## config.mk

```make
export PLATFORM = sky130hd
export DESIGN_NAME = outport_alloc_flat
export DESIGN_NICKNAME = d
export VERILOG_FILES = /design/src/rtl/noc_pkg.sv /design/src/rtl/outport_alloc_if.sv /design/src/rtl/rr_pick.sv /design/src/rtl/outport_alloc.sv /design/src/flat_wrapper.sv
export SDC_FILE = /design/constraint.sdc
export NUM_CORES = 1
export LEC_CHECK = 0
export CAP_MARGIN = 40
export CORE_MARGIN = 2
export CORE_UTILIZATION = 50
export DETAILED_ROUTE_END_ITERATION = 8
export PLACE_DENSITY = 0.84
export SYNTH_ARGS = -nofsm -noshare
export SYNTH_HDL_FRONTEND = slang
export SYNTH_HIERARCHICAL = 1
export SYNTH_SLANG_ARGS = --single-unit
```

## constraint.sdc

```tcl
create_clock -name clk -period 8.7 [get_ports clk]
set_clock_uncertainty 0.15 [all_clocks]
set_input_delay 1.74 -clock clk [delete_from_list [all_inputs] [get_ports clk]]
set_output_delay 1.74 -clock clk [all_outputs]
set_load 0.02 [all_outputs]
```

## src/rtl/noc_pkg.sv

```systemverilog
// Shared router definitions: default geometry, allocator state encoding and
// one-hot/index conversion helpers (vectors up to 16 ports).
package noc_pkg;

    localparam int NPORTS_DEF = 5;
    localparam int PORTW_DEF  = 3;

    typedef enum logic {
        IDLE   = 1'b0,
        LOCKED = 1'b1
    } state_t;

    function automatic int unsigned onehot_to_idx(input logic [15:0] oh);
        int unsigned idx = 0;
        for (int i = 0; i < 16; i++) begin
            if (oh[i]) idx = 32'(i);
        end
        return idx;
    endfunction

    function automatic logic [15:0] idx_to_onehot(input int unsigned idx);
        return 16'(1) << idx;
    endfunction

endpackage

```

## src/rtl/outport_alloc_if.sv

```systemverilog
// Per-output-port allocator bus: input flit qualifiers in, grant/select/busy out.
interface outport_alloc_if import noc_pkg::*; #(
    parameter int NPORTS = NPORTS_DEF,
    parameter int PORTW  = PORTW_DEF
);
    logic [NPORTS-1:0]       req;
    logic [NPORTS*PORTW-1:0] dst;
    logic [NPORTS-1:0]       mc;
    logic [NPORTS-1:0]       tail;
    logic                    credit_ok;
    logic [NPORTS-1:0]       grt;
    logic [NPORTS-1:0]       sel;
    logic                    busy;

    modport master (
        output req, dst, mc, tail, credit_ok,
        input  grt, sel, busy
    );

    modport slave (
        input  req, dst, mc, tail, credit_ok,
        output grt, sel, busy
    );
endinterface

```

## src/rtl/rr_pick.sv

```systemverilog
// Combinational round-robin picker: first set bit of cand_i at or after ptr_i,
// wrapping, returned one-hot.
module rr_pick #(
    parameter int N = 5
) (
    input  logic [N-1:0]         cand_i,
    input  logic [$clog2(N)-1:0] ptr_i,
    output logic [N-1:0]         win_o
);
    logic [N-1:0] rot;
    logic [N-1:0] lo;

    // Rotate so ptr sits at bit 0, isolate lowest set bit, rotate back.
    assign rot   = N'({cand_i, cand_i} >> ptr_i);
    assign lo    = rot & (~rot + N'(1));
    assign win_o = N'(({lo, lo} << ptr_i) >> N);
endmodule

```

## src/rtl/outport_alloc.sv

```systemverilog
// Wormhole switch allocator for one output port: round-robin head arbitration
// with optional multicast priority, head-to-tail lock, credit-gated grants.
//   state  | meaning
//   IDLE   | output free; heads arbitrate round-robin from ptr
//   LOCKED | packet from owner holds the output until its tail is granted
module outport_alloc import noc_pkg::*; #(
    parameter int NPORTS  = NPORTS_DEF,
    parameter int PORTW   = PORTW_DEF,
    parameter int PORTID  = 0,
    parameter int MC_PRIO = 1
) (
    input  logic           clk,
    input  logic           rst_,
    outport_alloc_if.slave bus
);
    localparam int IW = $clog2(NPORTS);

    state_t            state_q;
    logic [IW-1:0]     ptr_q;
    logic [IW-1:0]     ptr_d;
    logic [IW-1:0]     gidx;
    logic [NPORTS-1:0] owner_q;
    logic [NPORTS-1:0] sel_q;
    logic              busy_q;
    logic [NPORTS-1:0] elig;
    logic [NPORTS-1:0] elig_mc;
    logic [NPORTS-1:0] cand;
    logic [NPORTS-1:0] win;
    logic [NPORTS-1:0] grt;
    logic              grt_tail;

    always_comb begin
        elig = '0;
        for (int i = 0; i < NPORTS; i++) begin
            elig[i] = bus.req[i] && (bus.dst[i*PORTW +: PORTW] == PORTW'(PORTID));
        end
    end

    assign elig_mc = elig & bus.mc;
    assign cand    = ((MC_PRIO != 0) && (|elig_mc)) ? elig_mc : elig;

    rr_pick #(.N(NPORTS)) u_pick (
        .cand_i (cand),
        .ptr_i  (ptr_q),
        .win_o  (win)
    );

    // Body flits carry no routing, so a locked owner is granted on req alone.
    always_comb begin
        grt = '0;
        if (rst_ && bus.credit_ok) begin
            grt = (state_q == IDLE) ? win : (owner_q & bus.req);
        end
    end

    assign grt_tail = |(grt & bus.tail);
    assign gidx     = IW'(onehot_to_idx(16'(grt)));
    assign ptr_d    = (gidx == IW'(NPORTS - 1)) ? '0 : gidx + IW'(1);

    always_ff @(posedge clk or negedge rst_) begin
        if (!rst_) begin
            state_q <= IDLE;
            ptr_q   <= '0;
            owner_q <= '0;
            sel_q   <= '0;
            busy_q  <= 1'b0;
        end else begin
            sel_q <= grt;
            case (state_q)
                IDLE: begin
                    if (|grt) begin
                        if (grt_tail) begin
                            ptr_q <= ptr_d;
                        end else begin
                            owner_q <= grt;
                            state_q <= LOCKED;
                            busy_q  <= 1'b1;
                        end
                    end
                end
                LOCKED: begin
                    if (grt_tail) begin
                        ptr_q   <= ptr_d;
                        owner_q <= '0;
                        state_q <= IDLE;
                        busy_q  <= 1'b0;
                    end
                end
                default: begin
                    state_q <= IDLE;
                    busy_q  <= 1'b0;
                end
            endcase
        end
    end

    a_grt_onehot: assert property (@(posedge clk) disable iff (!rst_) $onehot0(grt));

    assign bus.grt  = grt;
    assign bus.sel  = sel_q;
    assign bus.busy = busy_q;
endmodule

```

## src/flat_wrapper.sv

```systemverilog
// flat-port wrapper written by rule: the top's interface ports become plain ports
module outport_alloc_flat import noc_pkg::*;
#(
    parameter int NPORTS  = NPORTS_DEF,
    parameter int PORTW   = PORTW_DEF,
    parameter int PORTID  = 0,
    parameter int MC_PRIO = 1
)
  (clk, rst_, bus_req, bus_dst, bus_mc, bus_tail, bus_credit_ok, bus_grt, bus_sel, bus_busy);
  outport_alloc_if #(.NPORTS(NPORTS), .PORTW(PORTW)) bus_i ();
  input  logic clk;
  input  logic rst_;
  input wire logic [$bits(bus_i.req)-1:0] bus_req;
  input wire logic [$bits(bus_i.dst)-1:0] bus_dst;
  input wire logic [$bits(bus_i.mc)-1:0] bus_mc;
  input wire logic [$bits(bus_i.tail)-1:0] bus_tail;
  input wire logic [$bits(bus_i.credit_ok)-1:0] bus_credit_ok;
  output wire logic [$bits(bus_i.grt)-1:0] bus_grt;
  output wire logic [$bits(bus_i.sel)-1:0] bus_sel;
  output wire logic [$bits(bus_i.busy)-1:0] bus_busy;
  assign bus_i.req = bus_req;
  assign bus_i.dst = bus_dst;
  assign bus_i.mc = bus_mc;
  assign bus_i.tail = bus_tail;
  assign bus_i.credit_ok = bus_credit_ok;
  assign bus_grt = bus_i.grt;
  assign bus_sel = bus_i.sel;
  assign bus_busy = bus_i.busy;
  outport_alloc #(.NPORTS(NPORTS), .PORTW(PORTW), .PORTID(PORTID), .MC_PRIO(MC_PRIO)) u_core (.clk(clk), .rst_(rst_), .bus(bus_i));
endmodule
```

# Word level (Yosys, flattened, before mapping)
# Cells that the tools add are included.
# op_classes
reduce_logical,15
bitwise,6
mux,22
shift,2
n_eq_ne,4
add_sub_neg,2
# ops
cell,n
2-to-1 mux 5 bit,6
bitwise AND 5 bit,4
zero test 3 bit,5
OR reduction 5 bit,3
2-to-1 mux 3 bit,4
case mux 5 bit (2 select lines),1
<< shifter 10 x 3 -> 10 bit,1
>> shifter 10 x 3 -> 5 bit,1
logical AND 1 bit,6
2-to-1 mux 1 bit,6
inequality test 2 bit (second input constant),3
case mux 3 bit (2 select lines),1
adder 5 x 1 -> 5 bit (second input constant),1
inverter 5 bit,1
2-to-1 mux 2 bit,2
case mux 1 bit (2 select lines),2
adder 3 x 1 -> 3 bit (second input constant),1
== test 3 bit (second input constant),1
AND reduction 3 bit,1
inverter 1 bit,1
# word_totals
register_bits,15
in_bits,33

# Longest topological paths before layout
# Gate-level depths: netlist (run 1).
# depth
ltp_word,21
mapped_depth,19
mapped_depth_nobuf,18

# By module
# Netlist (run 1), hierarchy kept.
# by_module_without_submodules
mod,area_per_inst_um2,instances,cells_per_inst
outport_alloc,932.1,1,97
rr_pick,588.1,1,88

# Worst setup path before layout (run 1)
# Ideal clock, no wire load.
# synth_timing
path_type,input-to-output
startpoint,in bus_dst[1]
endpoint,out bus_grt[2]
arrival_ns,4.544
stages,12
path_slack_ns,2.266
t_required_ns,6.810
path_buffers,0
path_cell_list,nor4b_1 a22oi_1 nand3_1 a21boi_0 or2b_1 a21oi_1 a2111o_1 a31o_1 o31ai_1 a22o_1 or2b_1 a21oi_1
# synth_via
elab_chain_len,12
# synth_rtl
element,line_no,rtl
start: declaration,flat_wrapper.sv:14,input wire logic [$bits(bus_i.dst)-1:0] bus_dst;
zero test 3 bit (*),outport_alloc.sv:35,elig[i] = bus.req[i] && (bus.dst[i*PORTW +: PORTW] == PORTW'(PORTID));
logical AND 1 bit (*),outport_alloc.sv:35,
bitwise AND 5 bit (*),outport_alloc.sv:39,assign elig_mc = elig & bus.mc;
OR reduction 5 bit (*),outport_alloc.sv:40,assign cand = ((MC_PRIO != 0) && (|elig_mc)) ? elig_mc : elig;
2-to-1 mux 5 bit (*),outport_alloc.sv:40,
named net u_core.cand[2],outport_alloc.sv:27,logic [NPORTS-1:0] cand;
>> shifter 10 x 3 -> 5 bit (*),rr_pick.sv:14,"assign rot = N'({cand_i, cand_i} >> ptr_i);"
inverter 5 bit,rr_pick.sv:15,assign lo = rot & (~rot + N'(1));
adder 5 x 1 -> 5 bit,rr_pick.sv:15,
bitwise AND 5 bit (*),rr_pick.sv:15,
<< shifter 10 x 3 -> 10 bit (*),rr_pick.sv:16,"assign win_o = N'(({lo, lo} << ptr_i) >> N);"
named net u_core.win[2],outport_alloc.sv:28,logic [NPORTS-1:0] win;
2-to-1 mux 5 bit (*),outport_alloc.sv:52,grt = (state_q == IDLE) ? win : (owner_q & bus.req);
2-to-1 mux 5 bit (*),outport_alloc.sv:51,if (rst_ && bus.credit_ok) begin
end: declaration,flat_wrapper.sv:18,output wire logic [$bits(bus_i.grt)-1:0] bus_grt;
# Mark *: on every way through the listed nets, which the timed path passes. The rest lies on a longest branch.

# Final worst setup path (run 1)
# layout_timing
startpoint,in bus_req[3]
endpoint,out bus_grt[2]
# layout_via
elab_chain_len,11
# layout_rtl
element,line_no,rtl
start: declaration,flat_wrapper.sv:13,input wire logic [$bits(bus_i.req)-1:0] bus_req;
logical AND 1 bit (*),outport_alloc.sv:35,
bitwise AND 5 bit (*),outport_alloc.sv:39,
OR reduction 5 bit (*),outport_alloc.sv:40,
2-to-1 mux 5 bit (*),outport_alloc.sv:40,
named net u_core.cand[2],outport_alloc.sv:27,
>> shifter 10 x 3 -> 5 bit (*),rr_pick.sv:14,
inverter 5 bit,rr_pick.sv:15,
adder 5 x 1 -> 5 bit,rr_pick.sv:15,
bitwise AND 5 bit (*),rr_pick.sv:15,
<< shifter 10 x 3 -> 10 bit (*),rr_pick.sv:16,
named net u_core.win[2],outport_alloc.sv:28,
2-to-1 mux 5 bit (*),outport_alloc.sv:52,
2-to-1 mux 5 bit (*),outport_alloc.sv:51,
# Marks and branches as above.

==> results of run 1 <==
==> layer usage <==
metal / part of all wire [%] / routed length, µm / GRT usage [%] / up-vias
met5: 0 / 0 / 0 / -
met4: 0.72 / 31 / 3.57 / 0
met3: 6.6 / 285 / 3.28 / 4
met2: 50 / 2170 / 43.2 / 91
met1: 43 / 1840 / 34.5 / 768
li1: - / - / - / 784
==> cells in the final DEF, fill, tap and decap left out, drive strengths merged, types with 6 or more instances in the layout <==
cell	instances
nor3	8
mux2	6
mux2i	6
nor2b	6
dfrtp	15
inv	15
clkdlybuf4s50	43
nand2	10
nand2b	7
nand3	10
o211ai	7
nor2	6
a21oi	15
a22oi	7
==> stage by stage <==
stage	utilization (%)	cells	worst slack, ns	hold WS, ns
finish	66.2	257	0.674	0.411
global route	66.2	257	0.357	0.439
CTS	66.2	257	0.723	0.419
detailed placement	65.3	253	0.737	0.404
global placement	65.1	252	0.670	0.376
floorplan	-	185	2.27	0.355
==> registers in the layout, indices dropped and copies added, names as in the netlist <==
name	cells
u_core/bus.busy	1
u_core/state_q	1
u_core/owner_q	5
u_core/ptr_q	3
u_core/bus.sel	5
==> cell families (layout without fill, tap and decap cells) <==
| group | Yosys count | after routing | share of synthesized area, % |
|---|---|---|---|
| adder cells (fa/ha/maj) | 1 | 1 | 0.823 |
| flip-flops | 15 | 15 | 24.7 |
| multiplexers | 12 | 12 | 9.38 |
| AND/OR/NAND/NOR | 62 | 62 | 23.8 |
| AO/OA/AOI/OAI | 68 | 68 | 32.6 |
| buffers and inverters | 27 | 66 | 8.72 |
==> worst max-delay path, stage by stage <==
cell and delay (ns):
clkdlybuf4s50_1 0.52, nor4b_1 0.46, a22oi_1 0.21, nand3_1 0.17
a21boi_0 0.29, or2b_1 0.35, a21oi_1 0.10, a2111o_1 0.43
a31o_1 0.26, o31ai_1 0.21, a22o_1 0.25, or2b_1 0.26
a21oi_1 0.23, clkdlybuf4s50_1 0.65
==> power by group through the flow <==
stage	combinational [W]	sequential, W	clock (W)
final	0.000202	0.000135	0.0000397
after global routing	0.000220	0.000141	0.0000441
after CTS	0.000199	0.000134	0.0000410
after detailed placement	0.000198	0.000136	0
after global placement	0.000192	0.000134	0
after floorplan	0.000174	0.000109	0
==> worst min path at each step <==
stage	start	end	slack (ns)	cells past startpoint
floorplan	u_core/ptr_q[0]	u_core/ptr_q[0]	0.36	1
CTS	u_core/bus.busy	u_core/bus.busy	0.42	2
global placement	u_core/bus.busy	u_core/bus.busy	0.38	2
detailed placement	u_core/bus.busy	u_core/bus.busy	0.40	2
finish	u_core/bus.busy	u_core/bus.busy	0.41	2
global route	u_core/owner_q[1]	u_core/owner_q[1]	0.44	2
==> cell type report <==
type                            count  share of cell area [%]
Tap cell                           33                    2.10
Timing Repair Buffer               47                    23.2
Multi-Input combinational cell    143                    51.4
Clock buffer                        3                    1.14
Sequential cell                    15                    19.0
Clock inverter                      1                   0.254
Inverter                           15                    2.86
==> run metrics, run 1 <==
Final nets approximately 260; Synth Cell Area ~1500 µm²; CP max FO 8; Synthesized Nets ~220; final hold viol count 0; # rows 20; Post-synth EDFFs 0; global route overflow 0; synth top area cells dfrtp_1, a21oi_1, a22oi_1, inv_1, o211ai_1; endpoints failing setup 0; CTS Buf Count 3; Pleak 0.746 nW; total track usage approximately a quarter; first-pass GRT wire length between 6000 and 7000 µm; Ys Warns 6; initial antenna violation count 0; Max Root-Sink Buffers 2; Seq. cell area about 380 µm²; Max Fclk approximately 0.12 GHz; number of global-route vias before repair around 1500; length of the first detailed-routing pass in iterations 5; ANT cells 0; Final Total Pwr approximately 0.00038 W; DP HPWL approximately 3300 µm; gpl congestion 0.932; vias per cell approximately 6.4; Post-DRT Antenna Nets 0; Routed WL 4330 µm; Seq cells post-synth 15; CP endpoint bus_grt[2]; CTS root buf clkbuf_4; area leader, netlist dfrtp_1; Crit path required time 6.81 ns; Post-CTS Setup Bufs 0; fraction of layout cells with a size suffix above 1 slightly above 10%; sequential share of power between 30% and 40%; ys async rst share 100%; H-tree levels 1; post-CTS sizing 0; largest net degree at the start of global routing 26; Hold Path Class flop to flop; DIE AREA ~3500 µm²; Sink Count 15; clock power share around a tenth; reg2reg end u_core/ptr_q[0]; unique cell type count in the Yosys netlist 54; status completed; top cells by count, synth dfrtp_1, inv_1, a21oi_1, nand2_1, nand3_1; slew margin rel. between 40% and 50%; share of the synthesized area in the top cell type about a quarter; R2R depth 12; Switch Pwr 0.000171 W; critical path launch point bus_req[3]; Multi-input gate area roughly 1000 µm²; Die X-Extent a little under 60 µm; min cycle time layout between 8 and 9 ns; cells after synthesis between 150 and 200; setup TNS 0 ns; Residual DRC 0; DR iter-0 viols 97; most common cell in the netlist dfrtp_1; fillers roughly 240; setup slack, reg-to-reg roughly 4.6 ns; Top FF cell, synth dfrtp_1; Final period util 92.3%; peak supply drop roughly 0.12 mV; area of the core around 3000 µm²; Hold Buf Count CTS 0; vias ~1600; Clk Latency, worst-skew pair between 0.2 and 0.3 ns; Buffers on Ports 43; combinational share of power a little over half; PD cells 191 nW/µm²; Seq/Total Area, Yosys 24.7%; Initial Util 51.1%; crit path kind input pin to output pin; Avg Inst Size Synth ~8 µm²; final instance area ~2000 µm²; Critical R2R Launch u_core/ptr_q[1]; max_cap viols 0; Tightest Pin Transition between 0.8 and 0.9 ns; Area Growth Syn to Fin 29.6%; Slew Viols, Final 0; Routed wire per std cell roughly 17 µm; placed cell area 1940 µm²; CP Launch Type input pin; CTS tree done; Worst Setup End Kind output pin; internal power 0.000205 W; RSZ-0062 raised after global routing false; switch share about 45%; Ports 44; Die H between 50 and 60 µm; CTS clk-pin slew, worst paths 0.09 ns; CP Data Arrival Time a little over 6 ns
No activity file was read; power rests on OpenSTA's default activity.
==> inputs of run 2 (changes only) <==
RECOVER_POWER = 100   (was not set)
==> run 2 against run 1 <==
Sequential power about the same. Clock power barely moved. Non-clock buffer count unchanged. Utilization is 0.97 points lower. Maximum frequency is 2.2% lower. Worst setup slack lost 0.18 ns. Power shrank 2.4%. Flip-flop and latch count stayed put. Count of clock-buffer cells in the layout did not move. Die area unchanged. Combinational power is 4% lower. Largest cell class unchanged. Largest power group unchanged.
==> run metrics, run 2 (synthesized netlist as in run 1, its figures left out) <==
Post-CTS Setup Bufs 0 (unchanged); Buf/Inv on CP 3 (+1); Hold Path Class flop to flop; Cells after DPL 253 (unchanged); Post-Layout Cell Count 257 (unchanged); post-CTS sizing 0 (unchanged); Area Growth Syn to Fin 27.7%; CTS root buf clkbuf_4; Post-DRT Antenna Nets 0 (unchanged); setup TNS 0 ns (unchanged); Routed wire per std cell 17.0 µm (+1.2%); CP Launch Type input pin; total track usage 25.2% (unchanged); Tightest Pin Transition 0.799 ns (-0.00983 ns); area of the core 2980 µm² (unchanged); Pleak 0.767 nW (+2.8%); endpoints failing setup 0 (unchanged); slowest cell delay on critical path 0.68 ns (+0.03 ns); Clk Latency, worst-skew pair 0.28 ns (about the same); max_cap viols 0 (unchanged); CTS Buf Count 3 (unchanged); global route overflow 0 (unchanged); number of global-route vias before repair 1513 (unchanged); peak supply drop 0.122 mV (-0.73%); status completed; first-pass GRT wire length 6900 µm (unchanged); PD cells 189 nW/µm² (-0.97%); Hold Buf Count CTS 0 (unchanged); Final period util 94.3% (+2.0 points); Buffers on Ports 43 (unchanged); Max stage delay cell, worst path dlygate4sd3_1; DR iter-0 viols 105 (+8.2%); CP Data Arrival Time 6.31 ns (+0.17 ns); switch share 46.3% (+0.83 points); Switch Pwr 0.000170 W (-0.64%); vias per cell 6.39 (-0.30%); fraction of layout cells with a size suffix above 1 7.14% (-3.1 points); length of the first detailed-routing pass in iterations 5 (unchanged); CP top delay family compound AO/OA/AOI/OAI gates; Sink Count 15 (unchanged); Ports 44 (unchanged); combinational share of power 52.5% (-1.1 points); internal power 0.000197 W (-3.9%); crit path kind input pin to output pin; min cycle time layout 8.20 ns (+0.177 ns); CTS tree done; Final nets 259 (unchanged); final hold viol count 0 (unchanged); Residual DRC 0 (unchanged); crit-path cells dlygate4sd3_1 -> nor4b_1 -> a22oi_1 -> nand3_1 -> a21boi_0 -> or2b_1 -> a21oi_1 -> a2111o_1 -> a31o_1 -> or3b_1 -> a2bb2oi_1 -> nand2b_1 -> a21oi_1 -> buf_4 -> dlygate4sd3_1; CTS clk-pin slew, worst paths 0.09 ns (about the same); slew margin rel. 46.3% (+0.66 points); Die H 59.1 µm (unchanged); largest net degree at the start of global routing 26 (unchanged); Max Fclk 0.122 GHz (-2.2%); clock power share 10.9% (+0.4 points); initial antenna violation count 0 (unchanged); sequential share of power 36.6% (+0.7 points); DP HPWL 3310 µm (unchanged); CP max FO 10 (+2); Slew Viols, Final 0 (unchanged); commonest non-fill, non-tap cells in the layout clkdlybuf4s50_1, a21oi_1, dfrtp_1; ANT cells 0 (unchanged); Max Root-Sink Buffers 2 (unchanged); RSZ-0062 raised after global routing false; H-tree levels 1 (unchanged); DIE AREA 3500 µm² (unchanged); Initial Util 51.1% (unchanged); Final Total Pwr 0.000367 W (-2.4%); Crit path required time 6.81 ns (about the same); Worst Setup End Kind output pin; # rows 20 (unchanged); most common cell after layout, fill and taps aside clkdlybuf4s50_1; Die X-Extent 59.1 µm (unchanged); gpl congestion 0.932 (unchanged); Routed WL 4380 µm (+1.2%); vias 1642 (-0.30%)
[run 2: changes by cell type in the layout (fill, tap and decap cells not counted)]
cell,previous run,this run
dlygate4sd3_1,0,13
or2_0,0,1
clkbuf_1,0,1
buf_4,3,2
a2bb2oi_1,0,1
clkdlybuf4s50_1,43,30
a21oi_1,13,15
mux2_1,0,3
or2_1,1,0
mux2_4,3,0
a21oi_2,2,0
a2bb2oi_2,1,0
[run 2: worst min-delay path: cells and delay by family, from the launching register on]
| kind | cells | cell delay [ns] |
|---|---|---|
| flops | 1 | 0.39 |
| buf+inv | 1 | 0.08 |
| compound gates | 1 | 0.06 |
[run 2: layer usage]
metal	wire, µm	track usage (%)	up-vias
met5	0	0	-
met2	2200	43.2	73
met3	255	3.28	2
met1	1910	34.5	784
met4	21	3.57	0
li1	-	-	783
[run 2: final timing paths]
path | slack [ns] | from | to | depth (start not counted)
max | 0.50 | bus_req[3] | bus_grt[4] | 15
min | 0.41 | u_core/bus.busy | u_core/bus.busy | 2
max in group asynchronous | 6.13 | rst_ | u_core/state_q | 1
min in group asynchronous | 1.81 | rst_ | u_core/owner_q[1] | 1
max reg2reg | 4.34 | u_core/ptr_q[2] | u_core/ptr_q[0] | 12
min reg2reg | 0.41 | u_core/bus.busy | u_core/bus.busy | 2
[run 2: final cells by class]
type,count,area (µm²)
Clock buffer,3,22.5
Inverter,15,56.3
Multi-Input combinational cell,143,987
Sequential cell,15,375
Timing Repair Buffer,47,454
Tap cell,33,41.3
Fill cell,243,1040
Clock inverter,1,5.00
[run 2: stage by stage]
step	hold slack, ns	setup WS [ns]	util, %	instance area (µm²)
after floorplan	0.355	2.27	-	1520
after global placement	0.376	0.670	65.1	1940
after detailed placement	0.404	0.737	65.3	1940
after CTS	0.419	0.723	66.2	1970
after global routing	0.439	0.186	65.2	1940
final	0.408	0.497	65.2	1940
[run 2: power by group through the flow]
| stage | clock network (W) | logic [W] | registers, W |
|---|---|---|---|
| after floorplan | 0 | 0.000174 | 0.000109 |
| after global placement | 0 | 0.000192 | 0.000134 |
| after detailed placement | 0 | 0.000198 | 0.000136 |
| after CTS | 0.0000410 | 0.000199 | 0.000134 |
| after global routing | 0.0000441 | 0.000209 | 0.000141 |
| final | 0.0000400 | 0.000193 | 0.000135 |
